$ cat config.mk
export PLATFORM = sky130hd
export DESIGN_NAME = uart_tx_buffered
export DESIGN_NICKNAME = d
export VERILOG_FILES = /design/src/rtl/uart_tx_buffered.sv
export SDC_FILE = /design/constraint.sdc
export NUM_CORES = 1
export LEC_CHECK = 0
export ABC_AREA = 1
export BUFFER_PORTS_ARGS = -buffer_cell sky130_fd_sc_hd__buf_2
export CORE_MARGIN = 2
export CORE_UTILIZATION = 54
export CTS_CLUSTER_SIZE = 40
export DETAILED_ROUTE_END_ITERATION = 6
export PLACE_DENSITY_LB_ADDON = 0.25
export SLEW_MARGIN = 20
export SYNTH_ARGS = -nofsm -noshare
export SYNTH_HDL_FRONTEND = slang
export SYNTH_SLANG_ARGS = --single-unit
$ cat constraint.sdc
create_clock -name clk -period 2.2 [get_ports clk]
set_input_delay 0.33 -clock clk [delete_from_list [all_inputs] [get_ports clk]]
set_output_delay 0.33 -clock clk [all_outputs]
set_load 0.02 [all_outputs]
$ cat src/rtl/uart_tx_buffered.sv
// Buffered 8N1 UART transmitter for the memory-dump path.
// Bytes arrive on a valid/ack handshake, wait in a small circular FIFO and
// are serialised LSB first on a registered tx pin. Back-to-back frames are
// contiguous: the stop bit of one frame is followed directly by the next
// start bit when the FIFO still holds data.
module uart_tx_buffered #(
    parameter int DIV     = 104,   // clock cycles per UART bit, 2..65535
    parameter int FIFO_AW = 2      // FIFO depth = 2**FIFO_AW
) (
    input  logic               clk,
    input  logic               rst_n,
    input  logic               in_valid,
    input  logic [7:0]         in_data,
    output logic               in_ack,
    output logic               tx,
    output logic               busy,
    output logic [FIFO_AW:0]   fifo_level
);

    localparam int DEPTH = 1 << FIFO_AW;
    localparam int DIV_W = (DIV > 1) ? $clog2(DIV) : 1;

    localparam logic [DIV_W-1:0]   DIV_LAST = DIV_W'(DIV - 1);
    localparam logic [FIFO_AW:0]   LVL_FULL = (FIFO_AW + 1)'(DEPTH);
    localparam logic [FIFO_AW:0]   LVL_ONE  = (FIFO_AW + 1)'(1);
    localparam logic [FIFO_AW-1:0] PTR_ONE  = FIFO_AW'(1);

    localparam logic [1:0] ST_IDLE  = 2'd0;
    localparam logic [1:0] ST_START = 2'd1;
    localparam logic [1:0] ST_DATA  = 2'd2;
    localparam logic [1:0] ST_STOP  = 2'd3;

    // FIFO storage and bookkeeping
    logic [7:0]         mem_q [DEPTH];
    logic [FIFO_AW-1:0] wr_ptr_q, rd_ptr_q;
    logic [FIFO_AW:0]   count_q;
    logic               ack_q;

    // Serialiser state
    logic [1:0]       state_q, state_d;
    logic [DIV_W-1:0] div_q,   div_d;
    logic [2:0]       bit_q,   bit_d;
    logic [7:0]       sh_q,    sh_d;
    logic             tx_q,    tx_d;

    logic push;
    logic pop;
    logic div_end;
    logic fifo_nonempty;

    // The registered ack blocks a second capture of the same byte while the
    // producer is still holding in_valid through the ack cycle.
    assign push          = in_valid & ~ack_q & (count_q != LVL_FULL);
    assign div_end       = (div_q == DIV_LAST);
    assign fifo_nonempty = (count_q != '0);

    // Frame sequencing: start bit, 8 data bits LSB first, stop bit; pops the
    // FIFO head whenever a new frame begins.
    always_comb begin
        state_d = state_q;
        div_d   = div_q;
        bit_d   = bit_q;
        sh_d    = sh_q;
        tx_d    = tx_q;
        pop     = 1'b0;
        case (state_q)
            ST_IDLE: begin
                tx_d = 1'b1;
                if (fifo_nonempty) begin
                    pop     = 1'b1;
                    sh_d    = mem_q[rd_ptr_q];
                    tx_d    = 1'b0;
                    div_d   = '0;
                    state_d = ST_START;
                end
            end
            ST_START: begin
                if (div_end) begin
                    div_d   = '0;
                    tx_d    = sh_q[0];
                    bit_d   = '0;
                    state_d = ST_DATA;
                end else begin
                    div_d = div_q + DIV_W'(1);
                end
            end
            ST_DATA: begin
                if (div_end) begin
                    div_d = '0;
                    if (bit_q == 3'd7) begin
                        tx_d    = 1'b1;
                        state_d = ST_STOP;
                    end else begin
                        // Shift so the next bit to send is always sh[1] here.
                        tx_d  = sh_q[1];
                        sh_d  = {1'b0, sh_q[7:1]};
                        bit_d = bit_q + 3'd1;
                    end
                end else begin
                    div_d = div_q + DIV_W'(1);
                end
            end
            ST_STOP: begin
                if (div_end) begin
                    div_d = '0;
                    if (fifo_nonempty) begin
                        // Chain straight into the next start bit, no idle gap.
                        pop     = 1'b1;
                        sh_d    = mem_q[rd_ptr_q];
                        tx_d    = 1'b0;
                        state_d = ST_START;
                    end else begin
                        tx_d    = 1'b1;
                        state_d = ST_IDLE;
                    end
                end else begin
                    div_d = div_q + DIV_W'(1);
                end
            end
            default: begin
                tx_d    = 1'b1;
                div_d   = '0;
                state_d = ST_IDLE;
            end
        endcase
    end

    // Serialiser registers; reset forces the line idle and aborts any frame.
    always_ff @(posedge clk or negedge rst_n) begin
        if (!rst_n) begin
            state_q <= ST_IDLE;
            div_q   <= '0;
            bit_q   <= '0;
            sh_q    <= '0;
            tx_q    <= 1'b1;
        end else begin
            state_q <= state_d;
            div_q   <= div_d;
            bit_q   <= bit_d;
            sh_q    <= sh_d;
            tx_q    <= tx_d;
        end
    end

    // FIFO payload storage; contents are only read when the level is non-zero.
    always_ff @(posedge clk) begin
        if (push) begin
            mem_q[wr_ptr_q] <= in_data;
        end
    end

    // FIFO pointers, occupancy and the ack strobe.
    always_ff @(posedge clk or negedge rst_n) begin
        if (!rst_n) begin
            wr_ptr_q <= '0;
            rd_ptr_q <= '0;
            count_q  <= '0;
            ack_q    <= 1'b0;
        end else begin
            ack_q <= push;
            if (push) begin
                wr_ptr_q <= wr_ptr_q + PTR_ONE;
            end
            if (pop) begin
                rd_ptr_q <= rd_ptr_q + PTR_ONE;
            end
            case ({push, pop})
                2'b10:   count_q <= count_q + LVL_ONE;
                2'b01:   count_q <= count_q - LVL_ONE;
                default: count_q <= count_q;
            endcase
        end
    end

    assign in_ack     = ack_q;
    assign tx         = tx_q;
    assign busy       = (state_q != ST_IDLE) | fifo_nonempty;
    assign fifo_level = count_q;

endmodule
==> results.md <==
* Max Freq at 0.485 GHz
* Setup slack after layout at 0.140 ns
* WP buf/inv at 1
* Slew Limit Fails at 0
* Synthesis-stage register bit count at slightly above 60
* Hold WC Path Type: input port to async pin
* Vias at 2171
* FF-to-FF path depth at 11
* Core Area at 0.00544 mm2
* Clock root buffer: clkbuf_8
* Clk_skew at 0.00760 ns
* Post-layout util at 64.0%
* H-tree depth at 3
* Clock Tree Buf Depth at 2
* Least-Margin Pin Slew at roughly 0.67 ns
* Dpl cells at 418
* RR Endpoint: fifo_level[2]$_DFFE_PN0P_
* Post-CTS Hold Buffers at 0
* Slowest cell delay on critical path at a little under 0.4 ns
* Pre-antenna DRT Iters at 5
* Max transition margin at 55.3%
* Routed wire length at between 5000 and 6000 um
* Starting DRT DRC Count at 97
* Leak Pwr at 1.65 nW
* TritonCTS buffer count at 9
* GR Overflow Total at 0
* Non-filler cells, final at 438
* Row cnt at 27
* Run status: finished clean
* Pin count of the biggest net entering global routing at 30
* Cell count after synthesis at 323
* Register area share after synthesis at 56.0%
* CTS tree: built
* Arrival time worst endpoint at ~2.3 ns
* GPL Wtd Cong at between 0.8 and 0.9
* Worst path top cell family by delay: adder cells
* Initial antenna violation count at 0
* PwrDens at 828 mW/mm2
* DR vias/cell at 4.96
* CP startpoint kind: flop
* Share of layout cells above drive strength 1 at 20.2%
* Maximum vdd drop at 730 uV
* Avg Cell Area, Syn at 9.33 um2
* # diodes at 0
* Most frequent cells in the layout: nand2_1 (111), nand3_1 (38), edfxtp_1 (32), inv_1 (29), dfrtp_1 (28)
* Die W at around 79 um
* Synth Warn # at 0
* Final Critical Period at 2.06 ns
* DP HPWL at 3930 um
* Post-place setup slack at -0.00757 ns
* Most common cell after layout, fill and taps aside: nand2_1
* Vias in the first global route at ~2200
* Unrepaired setup endpoints after global routing: false
* Die area at 0.00620 mm2
* Cell with the largest stage delay on the worst path: dfrtp_1
* Syn Std Cell Area at around 0.003 mm2
* Antenna-violating nets left at 0
* Crit path max fanout at 4
* Syn_nets at 349
* Clock transition at path regs at 0.08 ns
* Max Cap Viol at 0
* Fin. Hold Viols at 0
* Die Y at ~79 um
* Reg2reg start: div_q[0]$_DFFE_PN0P_
* Initial core utilization at 55.4%
* Clk Latency, worst-skew pair at 0.34 ns
* Final-report setup violation count at 0
* Crit-path cells: ha_2 -> nand3_1 -> nor2_2 -> nand3_2 -> nand2_1 -> ha_1 -> inv_1 -> fa_2 -> a21oi_1 -> o21ai_1 -> xor2_1
* # nets final at about 390
* Tcrit/Tclk final at 93.6%
* Total power at 2.88 mW
* CP endpoint kind: flop
* Drt wl/cell at 12.7 um
* Port bufs at 16
* # DRC at 0
* Io pins at 17
* Gr usage total at 21.2%
* First-pass GRT wire length at just over 10000 um
* Cell variety after synth at 31
* Area Overhead vs Synth at 15.6%
* Critical setup path kind: flop to flop
* Reg2Reg Setup Slack at 0.14 ns
* Critical Path RT at 2.41 ns
* CTS sink count at 61
[registers in the layout (all words and copies together), names as in the netlist]
name / cells
mem_q: 32
wr_ptr_q: 2
div_q: 7
in_ack: 1
bit_q: 3
rd_ptr_q: 2
tx: 1
fifo_level: 3
state_q: 2
sh_q: 8
[worst register-to-register path: stages (launching register included)]
cell	delay (ns)
dfrtp_1	0.39
ha_2	0.20
nand3_1	0.09
nor2_2	0.14
nand3_2	0.12
nand2_1	0.08
ha_1	0.13
inv_1	0.07
fa_2	0.35
a21oi_1	0.14
o21ai_1	0.09
xor2_1	0.14
[stage by stage]
stage	hold slack, ns	cell area, um2	TNS [ns]
floorplan	0.0344	3010	0
global placement	0.401	3240	0
detailed placement	0.399	3240	-0.00757
CTS	0.0381	3430	0
global route	0.0605	3480	0
finish	0.0235	3480	0
[worst max-delay path by stage]
| stage | slack, ns | depth (start not counted) | to | from |
|---|---|---|---|---|
| floorplan | 0.03 | 11 | fifo_level[2]$_DFFE_PN0P_ | state_q[0]$_DFFE_PN0P_ |
| global placement | 0.09 | 11 | fifo_level[2]$_DFFE_PN0P_ | state_q[1]$_DFFE_PN0P_ |
| detailed placement | -0.008 | 11 | fifo_level[2]$_DFFE_PN0P_ | state_q[1]$_DFFE_PN0P_ |
| CTS | 0.005 | 11 | fifo_level[2]$_DFFE_PN0P_ | state_q[0]$_DFFE_PN0P_ |
| global route | 0.004 | 11 | fifo_level[2]$_DFFE_PN0P_ | div_q[0]$_DFFE_PN0P_ |
| finish | 0.14 | 11 | fifo_level[2]$_DFFE_PN0P_ | div_q[0]$_DFFE_PN0P_ |
[power by group]
| part | switching (mW) | internal, mW | total, mW |
|---|---|---|---|
| Clock | 0.500 | 0.434 | 0.933 |
| Combinational | 0.343 | 0.173 | 0.516 |
| Sequential | 0.0748 | 1.36 | 1.44 |
| Total | 0.917 | 1.97 | 2.88 |
[repair_timing]
action | 4_1_cts | 5_1_grt
pin swaps | 0 | 1
buffers inserted | 1 | 3
gates cloned | 0 | 0
hold endpoints to repair | 0 | 0
endpoints found under the setup margin | 1 | 1
resized for setup | 0 | 10
[Yosys cell counts]
master | count | area (um2)
inv_2 | 2 | 7.51
clkbuf_1 | 1 | 3.75
a21oi_4 | 1 | 16.3
nor2_4 | 1 | 11.3
nand2_2 | 4 | 25.0
o31ai_1 | 1 | 7.51
nand3_4 | 1 | 17.5
o21ai_0 | 11 | 55.1
nand2_4 | 1 | 11.3
nor3_1 | 1 | 5.00
ha_1 | 14 | 175
xnor2_1 | 1 | 8.76
inv_1 | 32 | 120
nand4_1 | 3 | 18.8
xor2_1 | 3 | 26.3
buf_6 | 2 | 22.5
buf_4 | 2 | 15.0
o21ai_1 | 2 | 10.0
o21bai_1 | 1 | 7.51
or2_2 | 1 | 6.26
nor2_2 | 1 | 6.26
fa_1 | 1 | 20.0
buf_2 | 2 | 10.0
nand2_1 | 111 | 417
a21oi_1 | 7 | 35.0
dfrtp_1 | 28 | 701
nand3_1 | 39 | 195
dfstp_2 | 1 | 26.3
nor2_1 | 14 | 52.6
nand3_2 | 2 | 20.0
edfxtp_1 | 32 | 961
[cell families after synthesis]
group | synth area share (%)
xor+xnor | 1.16
simple gates | 26.1
fa+ha+maj | 6.48
compound gates | 4.36
flops | 56.0
buf+inv | 5.94
[layer usage]
metal	vias to the layer above	GRT usage, %	wire length [um]
li1	1131	-	-
met2	47	35.6	2830
met1	991	27.1	2450
met4	0	7.19	30
met3	2	5.23	256
met5	-	0	0
[final cells by class]
cell class	count	area, um2
clock buffer	9	124
clock inverter	7	62.6
fill	447	1960
inverter	34	128
multi-input combinational	221	1180
sequential	61	1690
tap	72	90.1
timing repair buffer	34	215
Note: power is estimated with default switching activity, not from simulation.
